<file path="src/rtl/common.sv">
// Shared decode-stage types and constants used by the issue scoreboard.
package common;

    localparam int REGISTER_FILE_SIZE     = 32;
    localparam int REG_ID_W               = $clog2(REGISTER_FILE_SIZE);
    localparam int SB_MAX_PENDING_DEFAULT = 4;

    typedef enum logic {
        SB_RUN   = 1'b0,
        SB_DRAIN = 1'b1
    } sb_state_type;

endpackage

</file>
<file path="src/rtl/issue_scoreboard_watchdog.sv">
// Stall watchdog: counts consecutive stalled cycles and raises a sticky flag at LIMIT.
// Instantiated by issue_scoreboard only when SCOREBOARD_TIMEOUT_EN is defined.
module sb_watchdog #(
    parameter int  LIMIT = 1024,
    localparam int CW    = $clog2(LIMIT + 1)
) (
    input  logic clk,
    input  logic reset_n,
    input  logic stall,
    output logic timeout
);

    localparam logic [CW-1:0] LIMIT_CNT = CW'(LIMIT);

    logic [CW-1:0] cnt_q;

    // The flag rises on the same edge the counter reaches the limit.
    always_ff @(posedge clk or negedge reset_n) begin
        if (!reset_n) begin
            cnt_q   <= '0;
            timeout <= 1'b0;
        end else begin
            if (!stall) begin
                cnt_q <= '0;
            end else if (cnt_q != LIMIT_CNT) begin
                cnt_q <= cnt_q + CW'(1);
            end
            if (stall && (cnt_q >= LIMIT_CNT - CW'(1))) begin
                timeout <= 1'b1;
            end
        end
    end

endmodule

</file>
<file path="src/rtl/issue_scoreboard.sv">
// Register scoreboard and issue controller beside decode: tracks pending load
// destinations, stalls on RAW/WAW, budget and fence drain. Optional watchdog: SCOREBOARD_TIMEOUT_EN.
module issue_scoreboard
    import common::*;
#(
    parameter int  MAX_PENDING    = SB_MAX_PENDING_DEFAULT,
    parameter int  TIMEOUT_CYCLES = 1024,
    localparam int CNT_W          = $clog2(MAX_PENDING + 1)
) (
    input  logic                          clk,
    input  logic                          reset_n,
    input  logic                          dec_valid,
    input  logic [REG_ID_W-1:0]           dec_rs1_id,
    input  logic [REG_ID_W-1:0]           dec_rs2_id,
    input  logic                          dec_rs1_used,
    input  logic                          dec_rs2_used,
    input  logic [REG_ID_W-1:0]           dec_rd_id,
    input  logic                          dec_rd_write,
    input  logic                          dec_long_lat,
    input  logic                          dec_fence,
    input  logic                          flush,
    input  logic                          wb_en,
    input  logic [REG_ID_W-1:0]           wb_id,
    output logic                          stall,
    output logic                          issue,
    output logic [REGISTER_FILE_SIZE-1:0] busy_mask,
    output logic [CNT_W-1:0]              pending_count,
    output logic                          sb_timeout
);

    localparam logic [CNT_W-1:0] MAX_CNT = CNT_W'(MAX_PENDING);

    sb_state_type                  state_q, state_d;
    logic [REGISTER_FILE_SIZE-1:0] busy_q, busy_d;
    logic [CNT_W-1:0]              count_q, count_d;
    logic                          hazard, budget_stall, fence_wait;
    logic                          set_busy, clr_busy;

    // Busy bit 0 is never set, so x0 can never raise a hazard.
    assign hazard = dec_valid & ((dec_rs1_used & busy_q[dec_rs1_id]) |
                                 (dec_rs2_used & busy_q[dec_rs2_id]) |
                                 (dec_rd_write & busy_q[dec_rd_id]));

    assign budget_stall = dec_valid & dec_rd_write & dec_long_lat &
                          (dec_rd_id != '0) & (count_q == MAX_CNT);

    assign fence_wait = dec_valid & dec_fence & (count_q != '0);

    // Gating with reset_n keeps issue quiet while decode inputs are undefined in reset.
    assign stall = reset_n & ~flush &
                   (hazard | budget_stall | fence_wait | (state_q == SB_DRAIN));
    assign issue = reset_n & dec_valid & ~flush & ~stall;

    assign set_busy = issue & dec_rd_write & dec_long_lat & (dec_rd_id != '0);
    assign clr_busy = wb_en & busy_q[wb_id];

    // NOTE: every always_comb output gets a default first so no path can infer a latch.
    always_comb begin
        busy_d  = busy_q;
        count_d = count_q;
        state_d = state_q;

        if (set_busy) busy_d[dec_rd_id] = 1'b1;
        if (clr_busy) busy_d[wb_id]     = 1'b0;

        // A WAW stall blocks setting a busy id, so set and clear never hit the same bit.
        case ({set_busy, clr_busy})
            2'b10:   count_d = count_q + CNT_W'(1);
            2'b01:   count_d = count_q - CNT_W'(1);
            default: count_d = count_q;
        endcase

        case (state_q)
            SB_RUN:   if (dec_valid && dec_fence && !flush && count_q != '0) state_d = SB_DRAIN;
            SB_DRAIN: if (count_q == '0 || flush) state_d = SB_RUN;
            default:  state_d = SB_RUN;
        endcase
    end

    // NOTE: sequential state uses non-blocking assignments so all registers update together.
    always_ff @(posedge clk or negedge reset_n) begin
        if (!reset_n) begin
            state_q <= SB_RUN;
            busy_q  <= '0;
            count_q <= '0;
        end else begin
            state_q <= state_d;
            busy_q  <= busy_d;
            count_q <= count_d;
        end
    end

    assign busy_mask     = busy_q;
    assign pending_count = count_q;

`ifdef SCOREBOARD_TIMEOUT_EN
    sb_watchdog #(
        .LIMIT   (TIMEOUT_CYCLES)
    ) u_watchdog (
        .clk     (clk),
        .reset_n (reset_n),
        .stall   (stall),
        .timeout (sb_timeout)
    );
`else
    // The limit is meaningless without the watchdog; fold it into an ignored net.
    logic unused_timeout_cfg;
    assign unused_timeout_cfg = ^TIMEOUT_CYCLES;
    assign sb_timeout         = 1'b0;
`endif

endmodule

</file>
<file path="config.mk">
export PLATFORM = sky130hd
export DESIGN_NAME = issue_scoreboard
export DESIGN_NICKNAME = d
export VERILOG_FILES = /design/src/rtl/common.sv /design/src/rtl/issue_scoreboard_watchdog.sv /design/src/rtl/issue_scoreboard.sv
export SDC_FILE = /design/constraint.sdc
export NUM_CORES = 1
export LEC_CHECK = 0
export CORE_UTILIZATION = 49
export CTS_CLUSTER_SIZE = 14
export DETAILED_ROUTE_END_ITERATION = 6
export GPL_ROUTABILITY_DRIVEN = 1
export GPL_TIMING_DRIVEN = 0
export PLACE_DENSITY = 0.78
export SLEW_MARGIN = 20
export SYNTH_ARGS = -nofsm -noshare
export SYNTH_HDL_FRONTEND = slang
export SYNTH_SLANG_ARGS = --single-unit
</file>
<file path="constraint.sdc">
create_clock -name clk -period 6.6 [get_ports clk]
set_input_delay 1.32 -clock clk [delete_from_list [all_inputs] [get_ports clk]]
set_output_delay 1.32 -clock clk [all_outputs]
set_load 0.05 [all_outputs]
</file>
After elaboration in Yosys (flattened, before gate mapping):

Cells that the tools add are included.

* add/sub/neg operators: 2
* $lt $le $gt $ge: 6
* equal/unequal tests: 3
* multiplexer cells: 18
* bitwise operators: 30
* reduce and logical (&&, ||, !) cells: 11

Operators by type and width (count)
* 2-to-1 mux 32 bit: 2
* bitwise AND 32 bit: 1
* inverter 32 bit: 1
* OR 32 bit: 1
* < comparator 5 x 6 -> 1 bit, second input constant: 4
* binary-select mux 1 bit (select 5 bit): 4
* bitwise AND 1 bit: 19
* demux 1 bit (select 5 bit): 2
* greater-or-equal comparator 5 x 1 -> 1 bit, second input constant: 2
* 2-to-1 mux 1 bit: 8
* case mux 3 bit (2 select lines): 1
* logical AND 1 bit: 5
* OR 1 bit: 5
* nonzero test 5 bit: 1
* adder 3 x 1 -> 3 bit, second input constant: 1
* equality test 3 bit, second input constant: 1
* logical NOT 3 bit: 1
* inverter 1 bit: 3
* nonzero test 3 bit: 1
* subtractor 3 x 1 -> 3 bit, second input constant: 1
* equality test 2 x 1 -> 1 bit, second input constant: 1
* equality test 2 bit, second input constant: 1
* case mux 1 bit (2 select lines): 1
* nonzero test 2 bit: 1
* 2 further kinds: 2

* register bits: 36
* bits of input ports: 30

Longest topological paths before layout:

Gate-level depths: netlist (run 1).

* word-level depth: 18
* gate-level depth with buffers: 15

Worst setup path before layout (run 1):

Ideal clock, no wire load.

* path kind: input to output
* start: in dec_rd_id[0]
* end: out issue
* arrival: 3.359 ns
* data required time: 5.280 ns
* setup slack: 1.921 ns
* stages on the path: 10
* buffers on the path: 3
* cells stage by stage: buf_2 -> buf_4 -> mux2i_1 -> o22ai_1 -> nor3_1 -> a21oi_1 -> o32ai_1 -> nand3_4 -> buf_6 -> nor3_4

* cells in the longest elaborated chain, start to end: 11

Ends and longest elaborated chain
* start, declared: RTL line issue_scoreboard.sv:17 `input logic [REG_ID_W-1:0] dec_rd_id,`
* binary-select mux 1 bit (select 5 bit): RTL line issue_scoreboard.sv:42 `(dec_rd_write & busy_q[dec_rd_id]));`
* 2-to-1 mux 1 bit (not written as such): RTL line issue_scoreboard.sv:42
* bitwise AND 1 bit: RTL line issue_scoreboard.sv:42
* OR 1 bit: RTL line issue_scoreboard.sv:41 `(dec_rs2_used & busy_q[dec_rs2_id]) |`
* bitwise AND 1 bit: RTL line issue_scoreboard.sv:40 `assign hazard = dec_valid & ((dec_rs1_used & busy_q[dec_rs1_id]) |`
* OR 1 bit * (3 in a row): RTL line issue_scoreboard.sv:51 `(hazard | budget_stall | fence_wait | (state_q == SB_DRAIN));`
* bitwise AND 1 bit *: RTL line issue_scoreboard.sv:50 `assign stall = reset_n & ~flush &`
* inverter 1 bit *: RTL line issue_scoreboard.sv:52 `assign issue = reset_n & dec_valid & ~flush & ~stall;`
* bitwise AND 1 bit *: RTL line issue_scoreboard.sv:52
* end, declared: RTL line issue_scoreboard.sv:25 `output logic issue,`

Every way passes the cells marked *; elsewhere a longest branch is shown, timed or not. The select of a mux whose other input is x is not followed.

Worst setup path after layout (run 1):

* start: in dec_rd_id[4]
* end: out issue

Same word-level chain as after synthesis.

==> results of run 1 <==
sequential cells by signal, indices dropped and copies added (netlist names):
name	count
busy_mask	32
pending_count	3
state_q	1
cell usage after synthesis (2+ instances only):
cell	number	share of area, %
nand2b_1	4	0.81
a22oi_1	2	0.48
o22ai_1	5	1.0
o21ai_0	35	5.6
a211oi_1	2	0.48
mux4_1	6	5.1
nor2b_1	7	1.4
clkbuf_1	12	1.4
xor2_1	2	0.56
nand4_1	9	1.8
nor3b_1	3	0.72
mux2i_1	19	6.1
a31oi_1	4	0.81
buf_4	2	0.48
inv_1	4	0.48
or4_1	2	0.48
nand2_1	9	1.1
dfrtp_1	36	29
nand3_1	24	3.9
o21ai_2	30	8.5
nor2_1	9	1.1
buf_1	3	0.36
buf_2	3	0.48
mux2_2	8	2.9
a21oi_1	3	0.48
nand3b_1	4	0.97
mux4_2	18	13
or3b_2	3	0.85
or3_1	7	1.4
nor3_1	7	1.1
buf_6	4	1.4
worst register-to-register path: cells and delay by family (launching register included):
kind / cells / cell delay (ns)
compound gates: 2 / 0.42
xor+xnor: 2 / 0.28
fa+ha+maj: 2 / 0.40
buf+inv: 1 / 0.08
flops: 1 / 0.46
mux: 2 / 0.84
simple gates: 3 / 0.48
stage by stage:
step	area [um2]	hold WS, ns
after global placement	3791	0.5124
after floorplan	3107	0.5584
after detailed placement	3814	0.5107
final	3906	0.5193
after global routing	3906	0.5454
after CTS	3906	0.5267
worst max-delay path by stage:
| stage | endpoint | slack, ns | cells after the start |
|---|---|---|---|
| finish | issue | 0.47 | 10 |
| CTS | issue | 0.54 | 10 |
| detailed placement | issue | 0.54 | 10 |
| global route | issue | 0.32 | 10 |
| global placement | issue | 0.61 | 10 |
| floorplan | issue | 1.92 | 10 |
logic make-up (layout without fill, tap and decap cells):
family	count (synthesis)	in the layout
muxes	51	51
adders and majority gates	2	2
DFF	36	36
buffers and inverters	28	96
other	1	1
AOI/OAI and AO/OA	89	89
and+or+nand+nor	93	93
xor gates and xnor gates	3	3
per-layer routing:
| metal | wire [um] | GRT usage, % | part of all wire [%] |
|---|---|---|---|
| met1 | 3920 | 41.95 | 40 |
| met2 | 4766 | 51.33 | 48 |
| met3 | 992 | 5.111 | 10 |
| met4 | 221 | 12.28 | 2.2 |
| met5 | 0 | 0 | 0 |
where the power goes:
part           total (mW)  internal (mW)  leakage, nW  switching (mW)
Clock               0.166         0.0833       0.0510          0.0826
Sequential          0.249          0.232        0.495          0.0169
Combinational       0.208         0.0768        0.987           0.131
area by class of cell:
type	instances	share of cell area [%]
multi-input cells	239	52.72
well taps	75	2.402
inverters	4	0.3844
repair buffers	60	15.70
flip-flops and latches	36	23.06
clock buffers	6	2.114
plain buffers	24	3.363
clock inverters	2	0.2562
==> results.md, run 1 <==
- Final ANT Viol Nets: 0
- Mux share of post-synthesis cell area: a little over a quarter
- Critical path buffer and inverter count: 4
- Share of synthesized flip-flops with an asynchronous set or reset: between 90% and 100%
- Die height: about 82 um
- Commonest cells after routing, fill and taps aside: clkdlybuf4s50_1, dfrtp_1, o21ai_0
- Worst Setup SP: dec_rd_id[4]
- Synth Area in Compound Gates: 19.73%
- Area Overhead vs Synth: 25.74%
- Mapped Nets: around 340
- Vias in the first global route: between 2000 and 3000
- Post-Synth Adder-Cell Area: approximately 1.0%
- Ports: between 60 and 70
- Setup violators final: 0
- Layout cell share with drive strength beyond 1: about 22%
- RD Place Congestion: 0.9705
- Post-Synth XOR/XNOR Area: less than 1%
- Yosys reg bits: 36
- Final worst path period share: between 90% and 100%
- DRT iter0 DRCs: 264
- Final std cells w/o fill: ~450
- Row count: 28
- Antenna violations before repair: 0
- TritonCTS Buffers: 5
- Grt ovf: 0
- DRC violation count after routing: 0
- Die area: about 6700 um2
- Reg2Reg Setup Slack: roughly 3.5 ns
- CP endpoint kind: output pin
- Filler cell count: 510
- Worst R2R Start: busy_mask[22]
- Min Clock Period, post-route: 6.128 ns
- Routed WL: just under 10000 um
- Largest stage delay on the critical path: roughly 0.82 ns
- CP most frequent cell: clkdlybuf4s50_1
- Final setup margin: around 0.47 ns
- Hold Startpoint: pending_count[2]
- LEAKAGE: roughly 1.5 nW
- Tot GR Track Use: 31.45%
- Multi-input logic area: about 2000 um2
- Worst path top cell family by delay: buffers and inverters
- Worst vdd ir: ~180 uV
- Clock sinks: 36
- Area occupied by registers: 900.9 um2
- TritonCTS clock tree: built
- Critical path class: input port to output pin
- Initial Util: a little over 50%
- Final TNS setup: 0 ns
- CTS root buf: clkbuf_8
- Pwr per Cell Area: approximately 160 nW/um2
- Max cap viols: 0
- H-tree levels: 2
- Core area: 6026 um2
- Layout Nets: 402
- Reg-to-reg endpoint: pending_count[2]
- Mapped cell area: just over 3000 um2
- Required @ worst endpoint: 5.28 ns
- Fmax: roughly 0.16 GHz
- Worst Hold Class: register to register
- Setup bufs post-CTS: 0
- CP Max Fanout: 10
- Distinct cells, synth: 48
- Setup crit start kind: input port
- Post-DP HPWL: 7120 um
- Cell total after placement: about 440
- Hold path depth: 1
- Status: finished clean
- CP arrival: ~4.8 ns
- Synth warn: 0
- Total power: about 0.62 mW
- Post-synth EDFFs: 0
- Pre-CTS setup slack: approximately 0.54 ns
- Final Max Slew Viols: 0
- Post-synth top flop: dfrtp_1
- CTS resizes: 0
- Simple-Gate Fraction of Synth Area: between 10% and 20%
- Chip width: 81.63 um
- Largest net degree at the start of global routing: 20
- Port Buf Inserts: a little under 60
- CP cell instances: clkdlybuf4s50_1, clkbuf_1, nor2_1, a22oi_1, o21ai_0, o32ai_1, nand3_4, buf_6, nor3_4, clkdlybuf4s50_1
- Clock Latency Late Sink: ~0.30 ns
- Slew @ Worst Pin: ~0.83 ns
- Cts hold-fix bufs: 0
- Layout Skew: 0.008263 ns
- Commonest non-fill, non-tap cell in the layout: clkdlybuf4s50_1
- Worst Hold End: pending_count[2]
- Vias per inst: around 6.8
- Number of buffers on the longest clock path: 2
- First-pass GRT wire length: around 15000 um
- Mean routed wirelength per cell: roughly 22 um
- RSZ-0062 raised after global routing: false
- Average size of a mapped cell: about 10 um2
- Reg2reg path depth: 12
- Seq/Total Area, Yosys: slightly below 30%
- DR pass1 iterations: 5
- Largest family of logic cells by synthesized area: multiplexers
- Final Hold Fails: 0
- Vias: approximately 3000
- Util after Layout: 64.83%
- Clock slew seen by the registers of the worst setup and hold paths: around 0.08 ns
- ANT cells: 0
- Slew HR: ~44%
- Synth Instances: between 300 and 400
- Crit-path slowest cell: clkdlybuf4s50_1
(Power assumes the default switching activity.)
==> run 2, diff against run 1 <==
GPL_ROUTABILITY_DRIVEN = 0   (was 1)
==> results of run 2 <==
No change in the layout: final DEF, timing and power equal those of run 1.
